File: config.mk
export PLATFORM = sky130hd
export DESIGN_NAME = mem_arbiter
export DESIGN_NICKNAME = d
export VERILOG_FILES = /design/src/rtl/mem_arb_pkg.sv /design/src/rtl/mem_arbiter_sat_counter.sv /design/src/rtl/mem_arbiter.sv
export SDC_FILE = /design/constraint.sdc
export NUM_CORES = 1
export LEC_CHECK = 0
export ABC_AREA = 1
export CAP_MARGIN = 20
export CORE_AREA = 2 2 114 116
export DETAILED_ROUTE_END_ITERATION = 6
export DIE_AREA = 0 0 116 118
export GPL_TIMING_DRIVEN = 1
export PLACE_DENSITY = 0.67
export SLEW_MARGIN = 20
export SYNTH_ARGS = -nofsm -noshare
export SYNTH_HDL_FRONTEND = slang
export SYNTH_SLANG_ARGS = --single-unit
export TNS_END_PERCENT = 10
File: constraint.sdc
create_clock -name clk -period 2.1 [get_ports clk]
set_input_delay 0.42 -clock clk [delete_from_list [all_inputs] [get_ports clk]]
set_output_delay 0.42 -clock clk [all_outputs]
set_load 0.05 [all_outputs]
File: src/rtl/mem_arb_pkg.sv
// Shared types and constants for the core/DMA memory arbiter.
package mem_arb_pkg;

  // State encodings kept as plain constants so legacy code can compare raw bits.
  localparam logic [1:0] ST_ARB   = 2'd0;
  localparam logic [1:0] ST_LOCK1 = 2'd1;
  localparam logic [1:0] ST_YIELD = 2'd2;

  typedef enum logic [1:0] {
    ARB   = ST_ARB,
    LOCK1 = ST_LOCK1,
    YIELD = ST_YIELD
  } arb_state_e;

  localparam int PORT_CORE = 0;
  localparam int PORT_DMA  = 1;

  localparam int BE_W   = 4;
  localparam int DATA_W = 32;

endpackage

File: src/rtl/mem_arbiter_sat_counter.sv
// Saturating up-counter with synchronous clear; clear takes priority over increment.
module sat_counter #(
  parameter int W     = 3,
  parameter int LIMIT = 4
) (
  input  logic         clk,
  input  logic         rst,
  input  logic         inc,
  input  logic         clr,
  output logic [W-1:0] count,
  output logic         at_limit
);

  assign at_limit = (count == W'(LIMIT));

  // Count up until LIMIT, hold there; clear wins over a same-cycle increment.
  always_ff @(posedge clk or posedge rst) begin
    if (rst) begin
      count <= '0;
    end else if (clr) begin
      count <= '0;
    end else if (inc && !at_limit) begin
      count <= count + W'(1);
    end
  end

endmodule

File: src/rtl/mem_arbiter.sv
// Two-port arbiter in front of the unified instruction/data memory.
// Port 0 (core) has fixed priority; port 1 (DMA) gets a starvation override
// and bounded locked bursts followed by a one-cycle yield to the core.
module mem_arbiter
  import mem_arb_pkg::*;
#(
  parameter int ADDR_W       = 10,
  parameter int STARVE_LIMIT = 4,
  parameter int MAX_BURST    = 8
) (
  input  logic              clk,
  input  logic              rst,
  input  logic              p0_req,
  input  logic              p0_we,
  input  logic [BE_W-1:0]   p0_be,
  input  logic [DATA_W-1:0] p0_addr,
  input  logic [DATA_W-1:0] p0_wdata,
  output logic              p0_gnt,
  output logic              p0_rvalid,
  output logic [DATA_W-1:0] p0_rdata,
  input  logic              p1_req,
  input  logic              p1_we,
  input  logic [BE_W-1:0]   p1_be,
  input  logic [DATA_W-1:0] p1_addr,
  input  logic [DATA_W-1:0] p1_wdata,
  input  logic              p1_lock,
  output logic              p1_gnt,
  output logic              p1_rvalid,
  output logic [DATA_W-1:0] p1_rdata,
  output logic [ADDR_W-1:0] mem_addr,
  output logic              mem_we,
  output logic [BE_W-1:0]   mem_be,
  output logic [DATA_W-1:0] mem_wdata,
  input  logic [DATA_W-1:0] mem_rdata,
  output logic              owner
);

  localparam int WAIT_W  = $clog2(STARVE_LIMIT + 1);
  localparam int BURST_W = $clog2(MAX_BURST + 1);

  arb_state_e          state;
  arb_state_e          state_nxt;
  logic [WAIT_W-1:0]   wait_cnt;
  logic                wait_full;
  logic [BURST_W-1:0]  burst_cnt;
  logic                burst_inc;
  logic                burst_clr;
  logic                burst_last;
  logic                unused_burst_full;
  logic [DATA_W-1:0]   sel_addr;
  logic                unused_addr_bits;

  // Grant decision from registered state and current requests only.
  always_comb begin
    p0_gnt = 1'b0;
    p1_gnt = 1'b0;
    if (!rst) begin
      case (state)
        ARB: begin
          if (p1_req && (!p0_req || wait_full)) p1_gnt = 1'b1;
          else if (p0_req)                      p0_gnt = 1'b1;
        end
        LOCK1:   p1_gnt = p1_req;
        YIELD:   p0_gnt = p0_req;
        default: begin
          p0_gnt = 1'b0;
          p1_gnt = 1'b0;
        end
      endcase
    end
  end

  assign owner = p1_gnt ? 1'(PORT_DMA) : 1'(PORT_CORE);

  // The grant that brings the burst count to MAX_BURST is the last of the burst.
  assign burst_last = p1_gnt && (burst_cnt == BURST_W'(MAX_BURST - 1));

  // Next-state logic for lock ownership and the forced yield.
  always_comb begin
    state_nxt = state;
    case (state)
      ARB:     if (p1_gnt && p1_lock) state_nxt = LOCK1;
      LOCK1: begin
        if (!p1_lock)        state_nxt = ARB;
        else if (burst_last) state_nxt = YIELD;
      end
      YIELD:   state_nxt = ARB;
      default: state_nxt = ARB;
    endcase
  end

  // State register.
  always_ff @(posedge clk or posedge rst) begin
    if (rst) state <= ARB;
    else     state <= state_nxt;
  end

  sat_counter #(.W(WAIT_W), .LIMIT(STARVE_LIMIT)) u_wait_cnt (
    .clk      (clk),
    .rst      (rst),
    .inc      (p1_req && !p1_gnt),
    .clr      (p1_gnt),
    .count    (wait_cnt),
    .at_limit (wait_full)
  );

  // Burst count starts at 1 on the locking grant in ARB; cleared on yield or lock release.
  assign burst_inc = p1_gnt && (((state == ARB) && p1_lock) || (state == LOCK1));
  assign burst_clr = (state == YIELD) || ((state == LOCK1) && !p1_lock);

  sat_counter #(.W(BURST_W), .LIMIT(MAX_BURST)) u_burst_cnt (
    .clk      (clk),
    .rst      (rst),
    .inc      (burst_inc),
    .clr      (burst_clr),
    .count    (burst_cnt),
    .at_limit (unused_burst_full)
  );

  // Memory request mux: granted port, else port 0; idle cycles strobe nothing.
  always_comb begin
    sel_addr  = p0_addr;
    mem_wdata = p0_wdata;
    mem_be    = '0;
    mem_we    = 1'b0;
    if (p1_gnt) begin
      sel_addr  = p1_addr;
      mem_wdata = p1_wdata;
      mem_be    = p1_be;
      mem_we    = p1_we;
    end else if (p0_gnt) begin
      mem_be    = p0_be;
      mem_we    = p0_we;
    end
  end

  assign mem_addr = sel_addr[ADDR_W+1:2];

  // Byte-lane and out-of-range address bits are deliberately ignored.
  assign unused_addr_bits = ^{p0_addr[DATA_W-1:ADDR_W+2], p0_addr[1:0],
                              p1_addr[DATA_W-1:ADDR_W+2], p1_addr[1:0]};

  // Read-data valid follows a read grant by one cycle (synchronous memory).
  always_ff @(posedge clk or posedge rst) begin
    if (rst) begin
      p0_rvalid <= 1'b0;
      p1_rvalid <= 1'b0;
    end else begin
      p0_rvalid <= p0_gnt && !p0_we;
      p1_rvalid <= p1_gnt && !p1_we;
    end
  end

  assign p0_rdata = mem_rdata;
  assign p1_rdata = mem_rdata;

endmodule

=== Word-level counts from Yosys, hierarchy flattened ===
Cells that the tools add are included.

* Register bits: 11
* Logic and storage cells: 61
* Input port bits: 175
* Output and inout bits: 116

* Reduce and logical (&&, ||, !) cells: 25
* Muxes and demuxes: 22
* Add/sub/neg operators: 2
* Eq/ne operators: 7

{| class="wikitable"
|+ Operators by type and width
! operator !! number
|-
| 2-to-1 mux 32 bit || 1
|-
| 2-to-1 mux 4 bit || 4
|-
| 2-to-1 mux 12 bit || 1
|-
| logical AND 1 bit || 11
|-
| 2-to-1 mux 1 bit || 8
|-
| logical NOT 1 bit || 7
|-
| 2-to-1 mux 2 bit || 3
|-
| 2-to-1 mux 3 bit || 2
|-
| adder 4 x 1 -> 4 bit, second input constant || 1
|-
| equality test 4 x 3 -> 1 bit, second input constant || 1
|-
| equality test 4 bit, second input constant || 1
|-
| case mux 1 bit (2 select lines) || 2
|-
| case mux 2 bit (2 select lines) || 1
|-
| nonzero test 2 bit || 2
|-
| adder 3 x 1 -> 3 bit, second input constant || 1
|-
| equality test 3 bit, second input constant || 1
|-
| logical OR 1 bit || 3
|-
| != test 3 bit, second input constant || 1
|-
| equality test 2 x 1 -> 1 bit, second input constant || 1
|-
| equality test 2 bit, second input constant || 1
|-
| logical NOT 2 bit || 1
|-
| != test 2 bit, second input constant || 1
|-
| AND reduction 2 bit || 1
|}

=== Depth between registers and ports, before layout ===
* Depth in word-level cells: 11
* Mapped depth: 10

=== Hierarchy ===
A second synthesis with hierarchy kept.

* Cell total of the unflattened synthesis: 310
* Area, all modules: 1756.7 sq um

{| class="wikitable"
|+ Modules (own cells, without submodules)
! module !! sequential area each (sq um) !! area each (sq um) !! instances !! cells each
|-
| mem_arbiter || 100.1 || 1330.0 || 1 || 252
|-
| sat_counter at u_burst_cnt || 100.1 || 237.7 || 1 || 32
|-
| sat_counter at u_wait_cnt || 75.1 || 188.9 || 1 || 26
|}

=== Worst setup path after synthesis ===
No wires, ideal clock.

* Path type: register to output
* From: register u_wait_cnt.count[0]
* To: output port mem_be[0]
* Arrival: 2.119 ns
* Path buffers: 0
* Cell stages (with the launch flop): 10
* Data required time: 1.680 ns
* Slack: -0.439 ns
* Path through: dfrtp_1 > inv_1 > ha_1 > nand2_1 > nand2_1 > nand2_1 > nand2_1 > nor2_1 > nand2_1 > nand2_1

* Word-level cells in the longest chain between the ends: 8

{| class="wikitable"
|+ RTL lines
! what !! RTL line !! source
|-
| from (decl) || mem_arbiter_sat_counter.sv:10 || <nowiki>output logic [W-1:0] count,</nowiki>
|-
| from (signal assigned) || mem_arbiter_sat_counter.sv:23 || <nowiki>count <= count + W'(1);</nowiki>
|-
| equality test 3 bit || mem_arbiter_sat_counter.sv:14 || <nowiki>assign at_limit = (count == W'(LIMIT));</nowiki>
|-
| logical OR 1 bit || mem_arbiter.sv:60 || <nowiki>if (p1_req && (!p0_req || wait_full)) p1_gnt = 1'b1;</nowiki>
|-
| logical AND 1 bit || mem_arbiter.sv:60 ||
|-
| 2-to-1 mux 1 bit || mem_arbiter.sv:60 ||
|-
| case mux 1 bit (2 select lines) || mem_arbiter.sv:58 || <nowiki>case (state)</nowiki>
|-
| 2-to-1 mux 1 bit || mem_arbiter.sv:57 || <nowiki>if (!rst) begin</nowiki>
|-
| named net p0_gnt || mem_arbiter.sv:18 || <nowiki>output logic p0_gnt,</nowiki>
|-
| 2-to-1 mux 4 bit || mem_arbiter.sv:131 || <nowiki>end else if (p0_gnt) begin</nowiki>
|-
| 2-to-1 mux 4 bit || mem_arbiter.sv:126 || <nowiki>if (p1_gnt) begin</nowiki>
|-
| to (decl) || mem_arbiter.sv:32 || <nowiki>output logic [BE_W-1:0] mem_be,</nowiki>
|}

The timed path passes the listed nets, and every way through them passes these cells.

=== Worst setup path in the final report ===
* From: register u_wait_cnt.count[0]
* To: output port mem_wdata[22]

* Word-level cells in the longest chain between the ends: 7

{| class="wikitable"
|+ RTL lines
! what !! RTL line !! source
|-
| equality test 3 bit || mem_arbiter_sat_counter.sv:14 ||
|-
| logical OR 1 bit || mem_arbiter.sv:60 ||
|-
| logical AND 1 bit || mem_arbiter.sv:60 ||
|-
| 2-to-1 mux 1 bit || mem_arbiter.sv:60 ||
|-
| case mux 1 bit (2 select lines) || mem_arbiter.sv:58 ||
|-
| 2-to-1 mux 1 bit || mem_arbiter.sv:57 ||
|-
| 2-to-1 mux 32 bit || mem_arbiter.sv:126 ||
|-
| to (decl) || mem_arbiter.sv:33 || <nowiki>output logic [DATA_W-1:0] mem_wdata,</nowiki>
|}

Every way passes these cells.

==> impl_metrics.csv <==
group,metric,value,unit
synth,synth_top_family_by_area,"simple AND/OR/NAND/NOR gates",
synth,yosys.area_share.xor_xnor,0.496,%
global_routing,grt_max_degree,22,
sta,hold_violations,0,
synth,async_flop_share,100,%
sta,finalCritPeriodShare,106,%
global_routing,grt_pass1_wl,11600,microns
power_and_ir_drop,total_power,2.51,mW
critical_path,r2r_cells,16,
sta,rsz0062_at_grt,"yes",
layout,fin_cells,596,
floorplan,start_util,14.2,%
synth,synth_fa_ha_area_share,2.83,%
routing,drt-wirelength-per-cell,13.2,microns
synth,ys_seq_area_share,15.6,%
synth,ys.flop_type,"dfrtp_1",
clock_tree,clk-insertion-delay-late,0.24,ns
clock_tree,clk_path_buf_depth,2,
floorplan,ios,291,
clock_tree,clk_pin_slew,0.04,ns
outcome,outcome,"finished, violations left",
routing,first_pass_iters,4,
power_and_ir_drop,power_density,587,mW/mm^2
floorplan,die_height,118,microns
placed_design,place_hpwl,5490,microns
routing,routed_wl,7870,microns
synth,synth-compound-area-share,1.84,%
routing,vias_per_cell,3.77,
floorplan,rows,41,
layout,nets,603,
critical_path,crit_type,"flip-flop to output pin",
clock_tree,cts_buffers,3,
sta,relSlewSlack,65.6,%
synth,synth-edff-count,0,
critical_path,reg2reg_from,"u_wait_cnt.count[0]",
synth,ys_types,22,
power_and_ir_drop,total_leakage_power,2.00,nW
critical_path,slowest_stage,"dfrtp_1",
layout,fin_util,34.4,%
routing,drt_iter0_drc,57,
critical_path,slowest_delay,0.38,ns
sta,fmax,451,MHz
global_routing,grt_overflow,0,
job,max-cap-violations,0,
power_and_ir_drop,vdd_drop_max,280,uV
critical_path,crit_path_end_kind,"output pin",
critical_path,crit_chain,"inv_2, ha_4, nand2_4, buf_4, nand3_2, nand2_4, clkbuf_16, buf_12, nand2_1, nand2_2, buf_12",
critical_path,cp.required,1.68,ns
critical_path,crit_path_start_kind,"flip-flop",
clock_tree,cts_tree,"yes",
routing,drc,0,
routing,vias,2247,
synth,muxShareOfSynthArea,0,%
synth,netlist_instances,309,
synth,ys_warn_count,0,
outcome,violations,"negative setup slack",
critical_path,r2r_slack,-0.03,ns
sta,clock-skew-final,0.00232,ns
layout,syn_to_final_growth,142,%
sta,tightest_slew,0.514,ns
synth,yosys_register_bits,11,
critical_path,critPathArrivalTime,1.80,ns
clock_tree,htree_levels,1,
layout,drive_above_1_share,41.8,%
sta,setup_viol,46,
critical_path,cp_max_fo,5,
floorplan,core-area,0.0124,sq mm
placed_design,numPortBuffers,150,
placed_design,place.gp.congestion,0.770,
sta,layout_setup_ws,-0.120,ns
placed_design,dp.cells,566,
global_routing,antenna_found_initial,1,
routing,drtAntennaViolNets,0,
worst_hold_path,hp-class,"primary input to async pin",
global_routing,grtUsageTotal,10.7,%
global_routing,grt_pass1_vias,2314,
floorplan,die_x,116,microns
synth,synth_area,0.00177,sq mm
floorplan,die_area,0.0137,sq mm
clock_tree,clock_sinks,11,
synth,syn_area_per_cell,5.71,sq um
sta,layout_min_cycle_time,2.22,ns
synth,syn-num-nets,488,
synth,synth-simple-area-share,44.5,%
layout,nFillCells,1291,
clock_tree,root_buffer,"clkbuf_16",
critical_path,rr_endpoint,"u_wait_cnt.count[1]",
sta,maxSlewViolCount,0,
[logic make-up after synthesis]
group / count (synthesis)
flip-flops: 11
AO/OA/AOI/OAI: 6
XOR/XNOR: 1
AND/OR/NAND/NOR: 198
buffers and inverters: 89
adder cells (fa/ha/maj): 4
[stage by stage]
stage	instance area, sq um	hold slack [ns]	worst slack (ns)	setup TNS (ns)
detailed placement	3560	0.567	-0.259	-8.99
global placement	3560	0.531	-0.246	-8.87
floorplan	1770	0.281	0.00505	0
global route	4270	0.417	-0.192	-6.82
finish	4270	0.388	-0.120	-1.90
CTS	4150	0.396	-0.107	-2.00
[synthesized netlist by cell type (2+ instances only)]
| library cell | count | share of area (%) |
|---|---|---|
| a21oi_1 | 2 | 0.57 |
| buf_4 | 72 | 31 |
| dfrtp_1 | 11 | 16 |
| ha_1 | 4 | 2.8 |
| inv_1 | 11 | 2.3 |
| inv_2 | 3 | 0.64 |
| nand2_1 | 169 | 36 |
| nand3_1 | 12 | 3.4 |
| nand4_1 | 2 | 0.71 |
| nor2_1 | 9 | 1.9 |
| nor2_2 | 2 | 0.71 |
| o21ai_0 | 2 | 0.57 |
[critical path: cells and delay by family, from the launching register on]
kind | cells | cell delay, ns
flops | 1 | 0.38
buf+inv | 5 | 0.67
fa+ha+maj | 1 | 0.14
simple gates | 5 | 0.36
[power breakdown]
part	total, mW	internal [mW]	switching (mW)	leakage [nW]
clock	0.349	0.255	0.0944	0.0382
sequential	0.328	0.266	0.0616	0.145
combinational	1.83	0.940	0.888	1.82
[layout make-up]
| class | count | area, sq um | share of cell area, % |
|---|---|---|---|
| Timing Repair Buffer | 185 | 2450 | 57.3 |
| Antenna cell | 1 | 2.50 | 0.0586 |
| Tap cell | 172 | 215 | 5.04 |
| Inverter | 14 | 55.1 | 1.29 |
| Multi-Input combinational cell | 209 | 1200 | 28.0 |
| Sequential cell | 11 | 275 | 6.44 |
| Clock buffer | 4 | 78.8 | 1.85 |
[how the worst max path moves through the flow]
stage                        startpoint       endpoint  cells past startpoint
finish              u_wait_cnt.count[0]  mem_wdata[22]                     11
floorplan                           rst  mem_wdata[22]                      6
global placement                 p1_req      mem_be[3]                      9
detailed placement               p1_req      mem_be[3]                      9
CTS                 u_wait_cnt.count[0]  mem_wdata[24]                     12
global route        u_wait_cnt.count[0]    mem_addr[3]                     11
[registers in the layout, summed over array words and instances, names as in the netlist]
name	cells
p0_rvalid	1
u_wait_cnt.count	3
u_burst_cnt.count	4
p1_rvalid	1
state	2
[routing by layer]
layer  wire length [microns]  GRT usage, %  vias up
li1                        -             -     1103
met1                    2830          11.1      988
met2                    3970          19.3      117
met3                     738          3.14       39
met4                     329          5.28        0
met5                       0             0        -
[cells in the final DEF (no fill, tap or decap), types with 3 or more instances in the layout]
cell type,n
nand2_4,20
dlygate4sd2_1,3
clkbuf_16,4
clkdlybuf4s50_1,97
nand3_1,11
nor2_1,7
buf_12,57
ha_1,3
inv_1,8
buf_4,19
nand2_2,54
inv_2,5
buf_6,4
nand2_1,96
buf_16,3
dfrtp_1,11
nor2_4,3
[repair_timing]
action | CTS | global route
hold buffers | 0 | 0
gates resized for setup | 97 | 24
pin swaps | 8 | 13
setup endpoints to repair | 50 | 53
buffers inserted | 18 | 4
cloned | 3 | 1
Note: power is estimated with default switching activity, not from simulation.
